$ cat src/rtl/wave_ctrl_if.sv
// Shared waveform-ROM bus: one address/read-enable fanned out to four ROMs,
// each returning its sample one clock after the address.
interface wave_ctrl_if #(
  parameter int ADDR_W = 8,
  parameter int DATA_W = 8
);
  logic [ADDR_W-1:0] rom_addr;
  logic              rom_rden;
  logic [DATA_W-1:0] sin_q;
  logic [DATA_W-1:0] square_q;
  logic [DATA_W-1:0] sawtooth_q;
  logic [DATA_W-1:0] triangular_q;

  modport master (
    output rom_addr,
    output rom_rden,
    input  sin_q,
    input  square_q,
    input  sawtooth_q,
    input  triangular_q
  );

  modport slave (
    input  rom_addr,
    input  rom_rden,
    output sin_q,
    output square_q,
    output sawtooth_q,
    output triangular_q
  );
endinterface

$ cat src/rtl/wave_ctrl.sv
// Waveform sequencer: phase accumulator -> ROM address, then select + amplitude-scale the sample.
// Latency: 2 clocks from rom_addr to o_dout; no backpressure, key pulses are always accepted.
module wave_ctrl #(
  parameter int ACC_W       = 24,
  parameter int ADDR_W      = 8,
  parameter int DATA_W      = 8,
  parameter int FSTEP_BASE  = 65536,
  parameter int MUTE_CYCLES = 4
) (
  input  logic              clk,
  input  logic              rst,
  input  logic              i_enable,
  input  logic              i_sel_pulse,
  input  logic              i_freq_pulse,
  input  logic              i_amp_pulse,
  wave_ctrl_if.master       rom,
  output logic [DATA_W-1:0] o_dout,
  output logic [1:0]        o_wave_sel,
  output logic [2:0]        o_freq_idx,
  output logic [1:0]        o_amp_idx,
  output logic              o_muted
);

  localparam int CNT_W = (MUTE_CYCLES > 1) ? $clog2(MUTE_CYCLES) : 1;
  localparam logic [CNT_W-1:0]  MCNT_LAST = CNT_W'(MUTE_CYCLES - 1);
  localparam logic [DATA_W-1:0] MID       = {1'b1, {(DATA_W-1){1'b0}}};

  typedef enum logic [1:0] {
    ST_IDLE = 2'd0,
    ST_RUN  = 2'd1,
    ST_MUTE = 2'd2
  } state_t;

  state_t             r_state;
  logic [ACC_W-1:0]   r_phase;
  logic [ADDR_W-1:0]  r_addr;
  logic               r_rden;
  logic [CNT_W-1:0]   r_mcnt;
  logic [1:0]         r_wsel;
  logic [2:0]         r_fidx;
  logic [1:0]         r_aidx;
  logic [1:0]         r_wsel_d1;
  logic [1:0]         r_wsel_d2;
  logic [1:0]         r_aidx_d1;
  logic [1:0]         r_aidx_d2;
  logic               r_src_d1;
  logic               r_src_d2;
  logic [DATA_W-1:0]  r_dout;
  logic               r_muted;

  state_t             w_nxt;
  logic               w_run_nxt;
  logic               w_phase_clr;
  logic [ACC_W-1:0]   w_step;
  logic [ACC_W-1:0]   w_phase_nxt;
  logic [DATA_W-1:0]  w_sample;
  logic signed [DATA_W-1:0] w_s;
  logic signed [DATA_W-1:0] w_t;
  logic [DATA_W-1:0]  w_scaled;
  logic               w_out_vld;

  // enable low wins over everything; a sel pulse inside MUTE keeps us there
  always_comb begin
    w_nxt = r_state;
    if (!i_enable) begin
      w_nxt = ST_IDLE;
    end else begin
      case (r_state)
        ST_IDLE: w_nxt = ST_RUN;
        ST_RUN:  if (i_sel_pulse) w_nxt = ST_MUTE;
        ST_MUTE: if (!i_sel_pulse && (r_mcnt == MCNT_LAST)) w_nxt = ST_RUN;
        default: w_nxt = ST_IDLE;
      endcase
    end
  end

  assign w_run_nxt   = (w_nxt == ST_RUN);
  assign w_step      = ACC_W'(FSTEP_BASE) << r_fidx;
  assign w_phase_clr = (w_nxt == ST_IDLE) || (r_state == ST_IDLE) ||
                       ((r_state == ST_RUN) && (w_nxt == ST_MUTE));
  assign w_phase_nxt = w_phase_clr ? '0 : (r_phase + w_step);

  always_comb begin
    w_sample = rom.sin_q;
    case (r_wsel_d2)
      2'd0:    w_sample = rom.sin_q;
      2'd1:    w_sample = rom.square_q;
      2'd2:    w_sample = rom.sawtooth_q;
      default: w_sample = rom.triangular_q;
    endcase
  end

  // offset-binary -> two's complement, attenuate around mid-scale, and back
  assign w_s      = $signed(w_sample ^ MID);
  assign w_t      = w_s >>> r_aidx_d2;
  assign w_scaled = $unsigned(w_t) ^ MID;

  // a sample reaches the DAC only if it was fetched in RUN and we are staying in RUN
  assign w_out_vld = r_src_d2 && w_run_nxt;

  always_ff @(posedge clk) begin
    if (rst) begin
      r_state   <= ST_IDLE;
      r_phase   <= '0;
      r_addr    <= '0;
      r_rden    <= 1'b0;
      r_mcnt    <= '0;
      r_wsel    <= 2'd0;
      r_fidx    <= 3'd0;
      r_aidx    <= 2'd0;
      r_wsel_d1 <= 2'd0;
      r_wsel_d2 <= 2'd0;
      r_aidx_d1 <= 2'd0;
      r_aidx_d2 <= 2'd0;
      r_src_d1  <= 1'b0;
      r_src_d2  <= 1'b0;
      r_dout    <= MID;
      r_muted   <= 1'b1;
    end else begin
      r_state <= w_nxt;
      r_phase <= w_phase_nxt;
      r_addr  <= w_phase_nxt[ACC_W-1 -: ADDR_W];
      r_rden  <= (w_nxt != ST_IDLE);

      if ((w_nxt == ST_MUTE) && (r_state == ST_MUTE) && !i_sel_pulse) begin
        r_mcnt <= r_mcnt + CNT_W'(1);
      end else begin
        r_mcnt <= '0;
      end

      if (i_sel_pulse)  r_wsel <= r_wsel + 2'd1;
      if (i_freq_pulse) r_fidx <= r_fidx + 3'd1;
      if (i_amp_pulse)  r_aidx <= r_aidx + 2'd1;

      r_wsel_d1 <= r_wsel;
      r_wsel_d2 <= r_wsel_d1;
      r_aidx_d1 <= r_aidx;
      r_aidx_d2 <= r_aidx_d1;

      r_src_d1  <= w_run_nxt;
      r_src_d2  <= r_src_d1 && w_run_nxt;
      r_dout    <= w_out_vld ? w_scaled : MID;
      r_muted   <= !w_out_vld;
    end
  end

  assign rom.rom_addr = r_addr;
  assign rom.rom_rden = r_rden;
  assign o_dout       = r_dout;
  assign o_wave_sel   = r_wsel;
  assign o_freq_idx   = r_fidx;
  assign o_amp_idx    = r_aidx;
  assign o_muted      = r_muted;

endmodule
$ cat src/flat_wrapper.sv
// flat-port wrapper written by rule: the top's interface ports become plain ports
module wave_ctrl_flat 
#(
  parameter int ACC_W       = 24,
  parameter int ADDR_W      = 8,
  parameter int DATA_W      = 8,
  parameter int FSTEP_BASE  = 65536,
  parameter int MUTE_CYCLES = 4
)
  (clk, rst, i_enable, i_sel_pulse, i_freq_pulse, i_amp_pulse, o_dout, o_wave_sel, o_freq_idx, o_amp_idx, o_muted, rom_rom_addr, rom_rom_rden, rom_sin_q, rom_square_q, rom_sawtooth_q, rom_triangular_q);
  wave_ctrl_if #(.ADDR_W(ADDR_W), .DATA_W(DATA_W)) rom_i ();
  input  logic clk;
  input  logic rst;
  input  logic i_enable;
  input  logic i_sel_pulse;
  input  logic i_freq_pulse;
  input  logic i_amp_pulse;
  output logic [DATA_W-1:0] o_dout;
  output logic [1:0] o_wave_sel;
  output logic [2:0] o_freq_idx;
  output logic [1:0] o_amp_idx;
  output logic o_muted;
  output wire logic [$bits(rom_i.rom_addr)-1:0] rom_rom_addr;
  output wire logic [$bits(rom_i.rom_rden)-1:0] rom_rom_rden;
  input wire logic [$bits(rom_i.sin_q)-1:0] rom_sin_q;
  input wire logic [$bits(rom_i.square_q)-1:0] rom_square_q;
  input wire logic [$bits(rom_i.sawtooth_q)-1:0] rom_sawtooth_q;
  input wire logic [$bits(rom_i.triangular_q)-1:0] rom_triangular_q;
  assign rom_rom_addr = rom_i.rom_addr;
  assign rom_rom_rden = rom_i.rom_rden;
  assign rom_i.sin_q = rom_sin_q;
  assign rom_i.square_q = rom_square_q;
  assign rom_i.sawtooth_q = rom_sawtooth_q;
  assign rom_i.triangular_q = rom_triangular_q;
  wave_ctrl #(.ACC_W(ACC_W), .ADDR_W(ADDR_W), .DATA_W(DATA_W), .FSTEP_BASE(FSTEP_BASE), .MUTE_CYCLES(MUTE_CYCLES)) u_core (.clk(clk), .rst(rst), .i_enable(i_enable), .i_sel_pulse(i_sel_pulse), .i_freq_pulse(i_freq_pulse), .i_amp_pulse(i_amp_pulse), .rom(rom_i), .o_dout(o_dout), .o_wave_sel(o_wave_sel), .o_freq_idx(o_freq_idx), .o_amp_idx(o_amp_idx), .o_muted(o_muted));
endmodule
$ cat config.mk
export PLATFORM = sky130hd
export DESIGN_NAME = wave_ctrl_flat
export DESIGN_NICKNAME = d
export VERILOG_FILES = /design/src/rtl/wave_ctrl_if.sv /design/src/rtl/wave_ctrl.sv /design/src/flat_wrapper.sv
export SDC_FILE = /design/constraint.sdc
export NUM_CORES = 1
export LEC_CHECK = 0
export BUFFER_PORTS_ARGS = -buffer_cell sky130_fd_sc_hd__buf_4
export CAP_MARGIN = 20
export CORE_MARGIN = 3
export CORE_UTILIZATION = 46
export CTS_BUF_LIST = sky130_fd_sc_hd__clkbuf_16
export DETAILED_ROUTE_END_ITERATION = 7
export GPL_ROUTABILITY_DRIVEN = 0
export GPL_TIMING_DRIVEN = 0
export PLACE_DENSITY = 0.79
export REMOVE_ABC_BUFFERS = 1
export SETUP_SLACK_MARGIN = 0.1
export SLEW_MARGIN = 10
export SYNTH_ARGS = -nofsm -noshare
export SYNTH_HDL_FRONTEND = slang
export SYNTH_SLANG_ARGS = --single-unit
$ cat constraint.sdc
create_clock -name clk -period 2.1 [get_ports clk]
set_input_delay 0.21 -clock clk [delete_from_list [all_inputs] [get_ports clk]]
set_output_delay 0.21 -clock clk [all_outputs]
set_load 0.05 [all_outputs]
# After elaboration in Yosys (flattened, before gate mapping)
# Cells that the tools add are included.
[totals]
regBits = 55
latch_bits = 0
mem_bits_rw = 0
romBits = 0
inputBits = 38
out_inout_bits = 25
word_cells = 56
memories = 0
[op_classes]
n_addsub = 5
multipliers = 0
div_mod_pow = 0
order_cmp = 0
eq_ne = 7
shift = 2
mux = 5
n_bitwise = 4
n_reduce_logical = 17
[op_table]
columns = ["op", "count"]
rows = [
  ["24-bit adder", 1],
  ["8-bit case mux with 3 select lines", 1],
  ["17-bit by 3-bit left shift with 24-bit output, first input constant", 1],
  ["2-bit equality test, second input constant", 4],
  ["8-bit by 2-bit >>> shifter with 8-bit output", 1],
  ["2-bit by 1-bit adder with 2-bit output, second input constant", 3],
  ["2-bit by 1-bit equality test with 1-bit output, second input constant", 3],
  ["1-bit logical AND", 6],
  ["2-bit logical NOT", 3],
  ["2-bit two-way mux", 3],
  ["2-bit case mux with 3 select lines", 1],
  ["2-bit OR reduction", 3],
  ["1-bit NOT", 4],
  ["3-bit by 1-bit adder with 3-bit output, second input constant", 1],
  ["1-bit logical NOT", 2],
  ["1-bit logical OR", 2],
  ["2-bit nonzero test", 1],
]

# Logic depth before layout (Yosys ltp)
# Gate-level depths: netlist of the first run.
[depth]
word_depth = 10
ltp_mapped = 9
mapped_depth_nobuf = 9

# Worst setup path after synthesis of the first run
# Ideal clock, no wire load.
[synth_timing]
path_kind = "flip-flop to flip-flop"
from = "reg u_core.r_fidx[0], in the netlist u_core.o_freq_idx[0]"
to = "reg u_core.r_addr[6], in the netlist u_core.rom.rom_addr[6]"
setup_ns = 0.118
t_arrival_ns = 2.392
required_time_ns = 1.982
slack_ns = -0.409
path_stages_with_launch = 10
path_buffers = 0
period_less_slack_ns = 2.509
cell_sequence = "dfxtp_1 -> inv_1 -> ha_1 -> nor2b_1 -> ha_1 -> fa_1 -> a211oi_1 -> o21ai_0 -> a21oi_1 -> nor3b_1"
[synth_via]
elab_chain_cells = 2
[synth_lines]
columns = ["item", "line", "text"]
rows = [
  ["from (decl)", "wave_ctrl.sv:40", "logic [2:0] r_fidx;"],
  ["from (signal assigned)", "wave_ctrl.sv:132", "if (i_freq_pulse) r_fidx <= r_fidx + 3'd1;"],
  ["17-bit by 3-bit left shift with 24-bit output", "wave_ctrl.sv:78", "assign w_step = ACC_W'(FSTEP_BASE) << r_fidx;"],
  ["24-bit adder", "wave_ctrl.sv:81", "assign w_phase_nxt = w_phase_clr ? '0 : (r_phase + w_step);"],
  ["to (signal assigned)", "wave_ctrl.sv:122", "r_addr <= w_phase_nxt[ACC_W-1 -: ADDR_W];"],
  ["to (decl)", "wave_ctrl.sv:36", "logic [ADDR_W-1:0] r_addr;"],
]
# No other way between the ends.
# A chain may end at the register's enable or synchronous reset.

# Final worst setup path of the first run
# Ends and elaborated chain as after synthesis.

==> results of run 1 <==
routing by layer:
metal	up-vias	wire length (um)
met2	43	2431
li1	851	-
met4	0	72
met5	-	0
met3	9	240
met1	814	1985
cell families (layout without fill, tap and decap cells):
group / after synthesis / in the layout
adder cells (fa/ha/maj): 15 / 15
multiplexers: 23 / 23
XOR/XNOR: 8 / 8
flip-flops: 39 / 39
buffers and inverters: 14 / 83
AND/OR/NAND/NOR: 68 / 68
AO/OA/AOI/OAI: 30 / 30
power by group:
group          leakage [uW]  internal [uW]  switching (uW)  total [uW]
clock network     0.0000952            676             289         964
registers          0.000320            766            36.6         803
logic              0.000858            173             156         329
path summary, 6_finish.rpt:
| check | endpoint | depth (start not counted) | slack, ns |
|---|---|---|---|
| worst max-delay path | u_core.rom.rom_addr[6] | 8 | 0.05 |
| worst min-delay path | u_core.o_freq_idx[2] | 2 | 0.16 |
| worst max register to register | u_core.rom.rom_addr[6] | 8 | 0.05 |
| worst min register to register | u_core.r_mcnt[0] | 1 | 0.43 |
final cells by class:
type	count	area (um^2)
Inverter	8	35.03
Sequential cell	39	794.5
Clock inverter	3	63.81
Timing Repair Buffer	67	503.0
Fill cell	306	1240
Clock buffer	5	125.1
Tap cell	50	62.56
Multi-Input combinational cell	144	1349
timing repair:
action                                  in CTS  in global routing
gates resized for setup                      7                 25
buffers inserted                             0                  5
pin swaps                                    0                  8
endpoints found under the hold margin        0                  0
endpoints found under the setup margin      10                  8
registers in the layout, summed over array words and instances, names as in the netlist:
register	count
u_core.rom.rom_rden	1
u_core.o_amp_idx	2
u_core.r_src_d1	1
u_core.r_wsel_d1	2
u_core.o_muted	1
u_core.o_dout	8
u_core.r_mcnt	2
u_core.r_aidx_d1	2
u_core.rom.rom_addr	8
u_core.o_freq_idx	3
u_core.r_src_d2	1
u_core.r_wsel_d2	2
u_core.r_aidx_d2	2
u_core.o_wave_sel	2
u_core.r_state	2
worst max-delay path: cells and delay by family, from the launching register on:
kind | cells | cell delay [ns]
AOI/OAI and AO/OA | 3 | 0.58
DFF | 1 | 0.36
buffers and inverters | 1 | 0.14
and+or+nand+nor | 2 | 0.26
adders and majority gates | 2 | 0.61
per-stage QoR:
stage / util (%) / total power, uW / setup WS [ns] / hold WS (ns)
floorplan: - / 991.6 / -0.4094 / 0.2816
global placement: 61.83 / 1102 / -0.2088 / 0.4084
detailed placement: 61.83 / 1111 / -0.2161 / 0.4144
CTS: 66.75 / 2072 / 0.009235 / 0.1634
global route: 70.28 / 2175 / -0.007568 / 0.1491
finish: 70.28 / 2097 / 0.04740 / 0.1562
cell usage in the layout, fill, tap and decap left out, types with 3 or more instances in the layout:
cell type / n
and2_1: 7
ha_4: 5
xor2_1: 4
dfxtp_1: 34
xnor2_1: 4
a21o_1: 4
dfxtp_4: 3
a211oi_1: 5
mux4_2: 15
nor2_1: 27
nor3_1: 3
a211oi_2: 3
buf_4: 67
mux2i_1: 5
inv_1: 7
a21oi_1: 6
nor2b_1: 9
nand2_1: 6
clkbuf_16: 5
mux2_2: 3
a2111oi_0: 3
ha_1: 8
==> impl_metrics.json, run 1 <==
{
  "detail-route-antenna-nets": 0,
  "grt_overflow": 0,
  "hp-class": "primary input to register",
  "finalWirelength_um": 4729,
  "die-area_um2": 5369,
  "wl_per_cell_um": 14.97,
  "drt-vias-per-instance": 5.434,
  "drive_above_1_share_pct": 45.11,
  "critPathSlowestCell": "fa_2",
  "async_reset_ff_share_pct": 0,
  "synth_top_family_by_area": "multiplexers",
  "cts_max_level": 2,
  "critPathKind": "register to register",
  "grtUsageMet3_pct": 5.882,
  "p_per_area_nw_per_um2": 714.9,
  "crit_path_start_kind": "register",
  "finClkSkew_ns": 0.003776,
  "core_area_um2": 4173,
  "synth-simple-area-share_pct": 16.59,
  "cts.hold.buffers_added": 0,
  "drv_slew": 0,
  "ioPinCount": 63,
  "use_met1_pct": 20.35,
  "synth_mux_area_share_pct": 20.25,
  "crit_path_start": "u_core.o_freq_idx[0]",
  "grt_pass1_vias": 1617,
  "setup_tns_ns": 0,
  "die_h_um": 73.28,
  "rsz0062_at_grt": "yes",
  "synthTopCellsByArea": "dfxtp_1 (38%), mux4_2 (16%), ha_1 (8.4%), nor2_1 (4.9%), nor2b_1 (3.3%)",
  "synth.avg_cell_area_um2": 10.57,
  "grt_usage_pct": 16.98,
  "clk_pin_slew_ns": 0.06,
  "grt_start_max_net_pins": 19,
  "synth_xor_area_share_pct": 3.365,
  "synth_edf_count": 0,
  "critPathCaptureType": "register",
  "synth_compound_area_share_pct": 10.04,
  "dr.pass1.iters": 4,
  "yosysSeqAreaShare_pct": 37.50,
  "cp.arrival_ns": 2.22,
  "cp.required_ns": 2.27,
  "fp.dieW_um": 73.28,
  "place_inst": 303,
  "status": "finished, final reports clean",
  "fin_cells": 316,
  "r2r_start": "u_core.o_freq_idx[0]",
  "port_buffers": 62,
  "cts_max_path_buffers": 2,
  "synth_adder_area_share_pct": 9.375,
  "slew_headroom_pct": 70.12,
  "drtIter0Drc": 77,
  "period_minus_slack_ns": 2.053,
  "peakVddDrop_mv": 0.4975,
  "final_area_um2": 2933,
  "cp_slowest_stage_delay_ns": 0.40,
  "synth_commonest_cells": "dfxtp_1 (39), nor2_1 (27), mux4_2 (15), ha_1 (14), nor2b_1 (11)",
  "rows": 23,
  "root_buffer": "clkbuf_16",
  "ys_seq_elements": 39,
  "grt_pass1_wl_um": 7017,
  "cap_violations": 0,
  "nets": 318,
  "critical_path_peak_fanout": 4,
  "fmax_mhz": 487.2,
  "hp-start": "i_freq_pulse",
  "cts_made_buffers": 5,
  "max_slew.worst_pin.slew_ns": 0.4476,
  "start_util_pct": 49.90,
  "busiest_layer": "met2",
  "synth_cell_types": 38,
  "power.leakage_uw": 0.001273,
  "num_vias": 1717,
  "netlist_area_um2": 2082,
  "hold_violations": 0,
  "setup_violations": 0,
  "place_area_um2": 2580,
  "route.detailed.drc": 0,
  "synth_top_area_cell": "dfxtp_1",
  "yosysTopAreaCellShare_pct": 37.50,
  "cts_tree": "yes",
  "area_growth_pct": 40.87,
  "syn_inst": 197,
  "grt_util_met2_pct": 28.00,
  "crit_chain": "buf_4, ha_1, nor2b_2, fa_2, a211oi_2, o21ai_2, a21oi_2, nor3b_2",
  "ys_warn_count": 0,
  "dp_hpwl_um": 3436,
  "synth_ff_type": "dfxtp_1",
  "yosysMostFrequentCell": "dfxtp_1",
  "clkSinkCount": 39,
  "insertedDiodeCount": 0,
  "period_share_pct": 97.74,
  "worstSkewPairLatency_ns": 0.28,
  "grt_antenna_before_repair": 0
}
(Power assumes the default switching activity.)
==> run 2: changes to the inputs <==
- PLACE_DENSITY: 0.79 -> unset
- PLACE_DENSITY_LB_ADDON: unset -> 0.2
- SLEW_MARGIN: 10 -> unset
==> run 2 against run 1 <==
Effect of this change: cell area shrank 2.7%; first-iteration DRC count up 21%; non-clock buffer count shrank 2; power decreased by 6.7%; critical path type unchanged.
==> impl_metrics.json, run 2 (synthesis gave the netlist of run 1 again) <==
{
  "critPathCaptureType": "register",
  "most-common-layout-cells": "buf_4 (65), dfxtp_1 (34), nor2_1 (27)",
  "rows": 23,
  "grt_pass1_wl_um": 6672,
  "crit_path_start_kind": "register",
  "grt_usage_pct": 15.78,
  "route.detailed.drc": 0,
  "cts_max_level": 2,
  "root_buffer": "clkbuf_16",
  "core_area_um2": 4173,
  "clk_pin_slew_ns": 0.06,
  "drv_slew": 0,
  "cts_max_path_buffers": 2,
  "detail-route-antenna-nets": 0,
  "grt_pass1_vias": 1537,
  "drive_above_1_share_pct": 43.94,
  "reg2reg_depth": 9,
  "cts_made_buffers": 5,
  "start_util_pct": 49.90,
  "critPathKind": "register to register",
  "nets": 316,
  "slew_headroom_pct": 65.82,
  "grt_start_max_net_pins": 19,
  "final_core_util_pct": 68.37,
  "insertedDiodeCount": 0,
  "port_buffers": 62,
  "final_common_cell": "buf_4",
  "dr.pass1.iters": 4,
  "area_growth_pct": 37.02,
  "fmax_mhz": 503.8,
  "cp.required_ns": 2.26,
  "peakVddDrop_mv": 0.5079,
  "rsz0062_at_grt": "yes",
  "grt_overflow": 0,
  "worstSkewPairLatency_ns": 0.28,
  "critical_path_peak_fanout": 5,
  "period_minus_slack_ns": 1.985,
  "finalWirelength_um": 4238,
  "hold_violations": 0,
  "p_per_area_nw_per_um2": 685.4,
  "ioPinCount": 63,
  "hp-class": "primary input to register",
  "cp.arrival_ns": 2.15,
  "finClkSkew_ns": 0.004230,
  "grt_antenna_before_repair": 0,
  "die-area_um2": 5369,
  "power.leakage_uw": 0.001255,
  "dp_hpwl_um": 3300,
  "status": "finished, final reports clean",
  "cts.hold.buffers_added": 0,
  "setup_tns_ns": 0,
  "drt-vias-per-instance": 5.255,
  "cap_violations": 0,
  "wl_per_cell_um": 13.50,
  "cts_tree": "yes",
  "whs_path_depth": 2,
  "drtIter0Drc": 93,
  "max_slew.worst_pin.slew_ns": 0.4998,
  "num_vias": 1650,
  "setup_violations": 0,
  "die_h_um": 73.28,
  "fp.dieW_um": 73.28,
  "clkSinkCount": 39,
  "period_share_pct": 94.52
}
==> run 2: cell types whose count changed in the layout (fill, tap and decap cells not counted), sizes merged <==
cell	change
inv	-1
bufinv	-1
buf	-2
clkinv	+2
==> run 2: final timing paths <==
kind / start / to / slack (ns)
worst max-delay path: u_core.o_freq_idx[0] / u_core.rom.rom_addr[6] / 0.12
worst min-delay path: i_freq_pulse / u_core.o_freq_idx[2] / 0.15
worst min register to register: u_core.r_mcnt[0] / u_core.r_mcnt[0] / 0.42
worst max register to register: u_core.o_freq_idx[0] / u_core.rom.rom_addr[6] / 0.12
==> run 2: repair_timing <==
action | 4_1_cts | 5_1_grt
buffers inserted | 1 | 2
cloned | 0 | 0
resized for setup | 8 | 18
endpoints found under the hold margin | 0 | 0
pin swaps | 1 | 8
setup endpoints to repair | 10 | 8
==> run 2: critical path, stage by stage, from the launching register on <==
cell,delay (ns)
dfxtp_4,0.38
inv_4,0.04
ha_4,0.15
nor2b_4,0.12
ha_2,0.20
fa_2,0.37
a211oi_2,0.28
o21ai_2,0.11
a21oi_2,0.16
nor3b_2,0.06
==> run 2: power breakdown <==
group          switching (uW)  internal (uW)
Combinational             145            164
Clock                     285            559
Sequential               35.1            766
Total                     465           1490
==> run 2: metrics by stage <==
stage               setup WS (ns)  area [um^2]  hold slack, ns  power, uW  std cells
global route              0.03420         2853          0.1539       2039        314
detailed placement        -0.2211         2580          0.4163       1108        303
CTS                      0.004919         2773          0.1528       1964        312
finish                     0.1151         2853          0.1469       1955        314
floorplan                 -0.4094         2052          0.2816      991.6        191
global placement          -0.2064         2580          0.4078       1103        303
==> run 2: cell type report <==
| cell class | instances | area, um^2 |
|---|---|---|
| Timing Repair Buffer | 65 | 488.0 |
| Inverter | 8 | 32.53 |
| Tap cell | 50 | 62.56 |
| Clock inverter | 3 | 43.79 |
| Multi-Input combinational cell | 144 | 1306 |
| Fill cell | 325 | 1320 |
| Sequential cell | 39 | 794.5 |
| Clock buffer | 5 | 125.1 |
==> run 2: metal layers <==
metal	global-route usage, %	routed length (um)	vias up
li1	-	-	846
met1	19.98	1863	769
met2	26.32	2180	28
met3	3.967	140	7
met5	0	0	-
met4	4.918	53	0
==> run 3: changes to the inputs <==
- BUFFER_PORTS_ARGS: -buffer_cell sky130_fd_sc_hd__buf_4 -> unset
- CORE_UTILIZATION: 46 -> 56
- DONT_BUFFER_PORTS: unset -> 1
==> run 3 against run 2 <==
Effect of this change: via count fell by 8.8%; power fell by 3.6%; hold slack got worse by 0.13 ns; combinational power fell by 43%; largest cell class unchanged; critical path type unchanged.
==> impl_metrics.json, run 3 (synthesis gave the netlist of run 1 again) <==
{
  "grt_usage_pct": 20.25,
  "detail-route-antenna-nets": 0,
  "p_per_area_nw_per_um2": 775.2,
  "status": "finished, final reports clean",
  "die-area_um2": 4486,
  "use_met1_pct": 24.08,
  "ioPinCount": 63,
  "finalWirelength_um": 4348,
  "hp-class": "primary input to register",
  "fmax_mhz": 489.2,
  "grtUsageMet3_pct": 5.734,
  "fin_ws_ns": 0.05571,
  "most-common-layout-cells": "dfxtp_1 (34), nor2_1 (27), mux4_2 (15)",
  "route.detailed.drc": 0,
  "clk_pin_slew_ns": 0.06,
  "dp_hpwl_um": 3053,
  "die_h_um": 66.98,
  "peakVddDrop_mv": 0.6315,
  "critical_path_peak_fanout": 5,
  "fp.dieW_um": 66.98,
  "clkSinkCount": 39,
  "dr.pass1.iters": 4,
  "worstSkewPairLatency_ns": 0.28,
  "cap_violations": 0,
  "start_util_pct": 60.03,
  "grt_pass1_vias": 1497,
  "nets": 255,
  "reg2reg_setup_slack_ns": 0.06,
  "drive_above_1_share_pct": 27.59,
  "hold_violations": 0,
  "grt_pass1_wl_um": 6741,
  "setup_violations": 0,
  "drt-vias-per-instance": 6.044,
  "insertedDiodeCount": 0,
  "final_common_cell": "dfxtp_1",
  "period_minus_slack_ns": 2.044,
  "cp.arrival_ns": 2.21,
  "port_buffers": 0,
  "power.leakage_uw": 0.0009525,
  "drv_slew": 0,
  "slew_headroom_pct": 60.02,
  "cts_made_buffers": 5,
  "max_slew.worst_pin.slew_ns": 0.5846,
  "wl_per_cell_um": 17.46,
  "grt_util_met2_pct": 33.29,
  "cts_max_level": 2,
  "cp.required_ns": 2.27,
  "finClkSkew_ns": 0.002464,
  "grt_start_max_net_pins": 19,
  "busiest_layer": "met2",
  "root_buffer": "clkbuf_16",
  "critPathCaptureType": "register",
  "drtIter0Drc": 112,
  "num_vias": 1505,
  "pre_cts_slack_ns": -0.6617,
  "critPathKind": "register to register",
  "rsz0062_at_grt": "yes",
  "cts_tree": "yes",
  "grt_overflow": 0,
  "core_area_um2": 3468,
  "grt_antenna_before_repair": 0,
  "crit_path_start_kind": "register",
  "rows": 21,
  "area_growth_pct": 16.77,
  "period_share_pct": 97.35,
  "cts_max_path_buffers": 2,
  "final_core_util_pct": 70.09
}
==> run 3: cell types whose count changed in the layout (fill, tap and decap cells not counted), sizes merged <==
cell / change
dlygate4sd3: +1
buf: -62
==> run 3: worst max-delay path: stages (launching register included) <==
cell and delay, ns:
dfxtp_4 0.48, inv_4 0.06, ha_4 0.15, nor2b_4 0.13, ha_4 0.17, fa_2 0.37
a211oi_4 0.25, o21ai_2 0.11, a21oi_2 0.16, nor3b_2 0.05
==> run 3: worst paths after layout <==
check | startpoint | end | cells past startpoint
max | u_core.o_freq_idx[0] | u_core.rom.rom_addr[6] | 9
min | i_freq_pulse | u_core.o_freq_idx[2] | 1
max reg2reg | u_core.o_freq_idx[0] | u_core.rom.rom_addr[6] | 9
min reg2reg | u_core.r_mcnt[0] | u_core.r_mcnt[0] | 1
==> run 3: area by class of cell <==
type                            count  area (um^2)
Clock buffer                        5        125.1
Clock inverter                      3        43.79
Fill cell                         243         1037
Inverter                            8        35.03
Multi-Input combinational cell    144         1340
Sequential cell                    39        797.0
Tap cell                           46        57.56
Timing Repair Buffer                4        32.53
==> run 3: routing by layer <==
layer  wire [um]  part of all wire (%)
met1        1722                    40
met2        2215                    51
met3         317                   7.3
met4          93                   2.1
met5           0                     0
==> run 3: per-stage QoR <==
step	power, uW	hold WS (ns)	instance area (um^2)	setup TNS, ns	instances
floorplan	991.6	0.2816	2052	-1.041	191
global placement	1014	0.2839	2110	-2.077	237
detailed placement	1021	0.2858	2110	-2.596	237
CTS	1898	0.01538	2407	0	249
global route	1956	0.01726	2431	-0.03280	249
finish	1884	0.01823	2431	0	249
==> run 3: power breakdown <==
group | leakage (uW) | internal (uW) | switching [uW] | total (uW)
Sequential | 0.000320 | 766 | 92.1 | 858
Clock | 0.0000838 | 559 | 291 | 851
Combinational | 0.000548 | 104 | 71.6 | 176
Total | 0.000952 | 1430 | 455 | 1880
==> run 3: timing repair <==
item                                    CTS  global route
hold buffers                              1             0
buffers inserted                          3             0
pin swaps                                 9             6
hold endpoints to repair                 15             0
endpoints found under the setup margin   13             5
resized for setup                        26             6
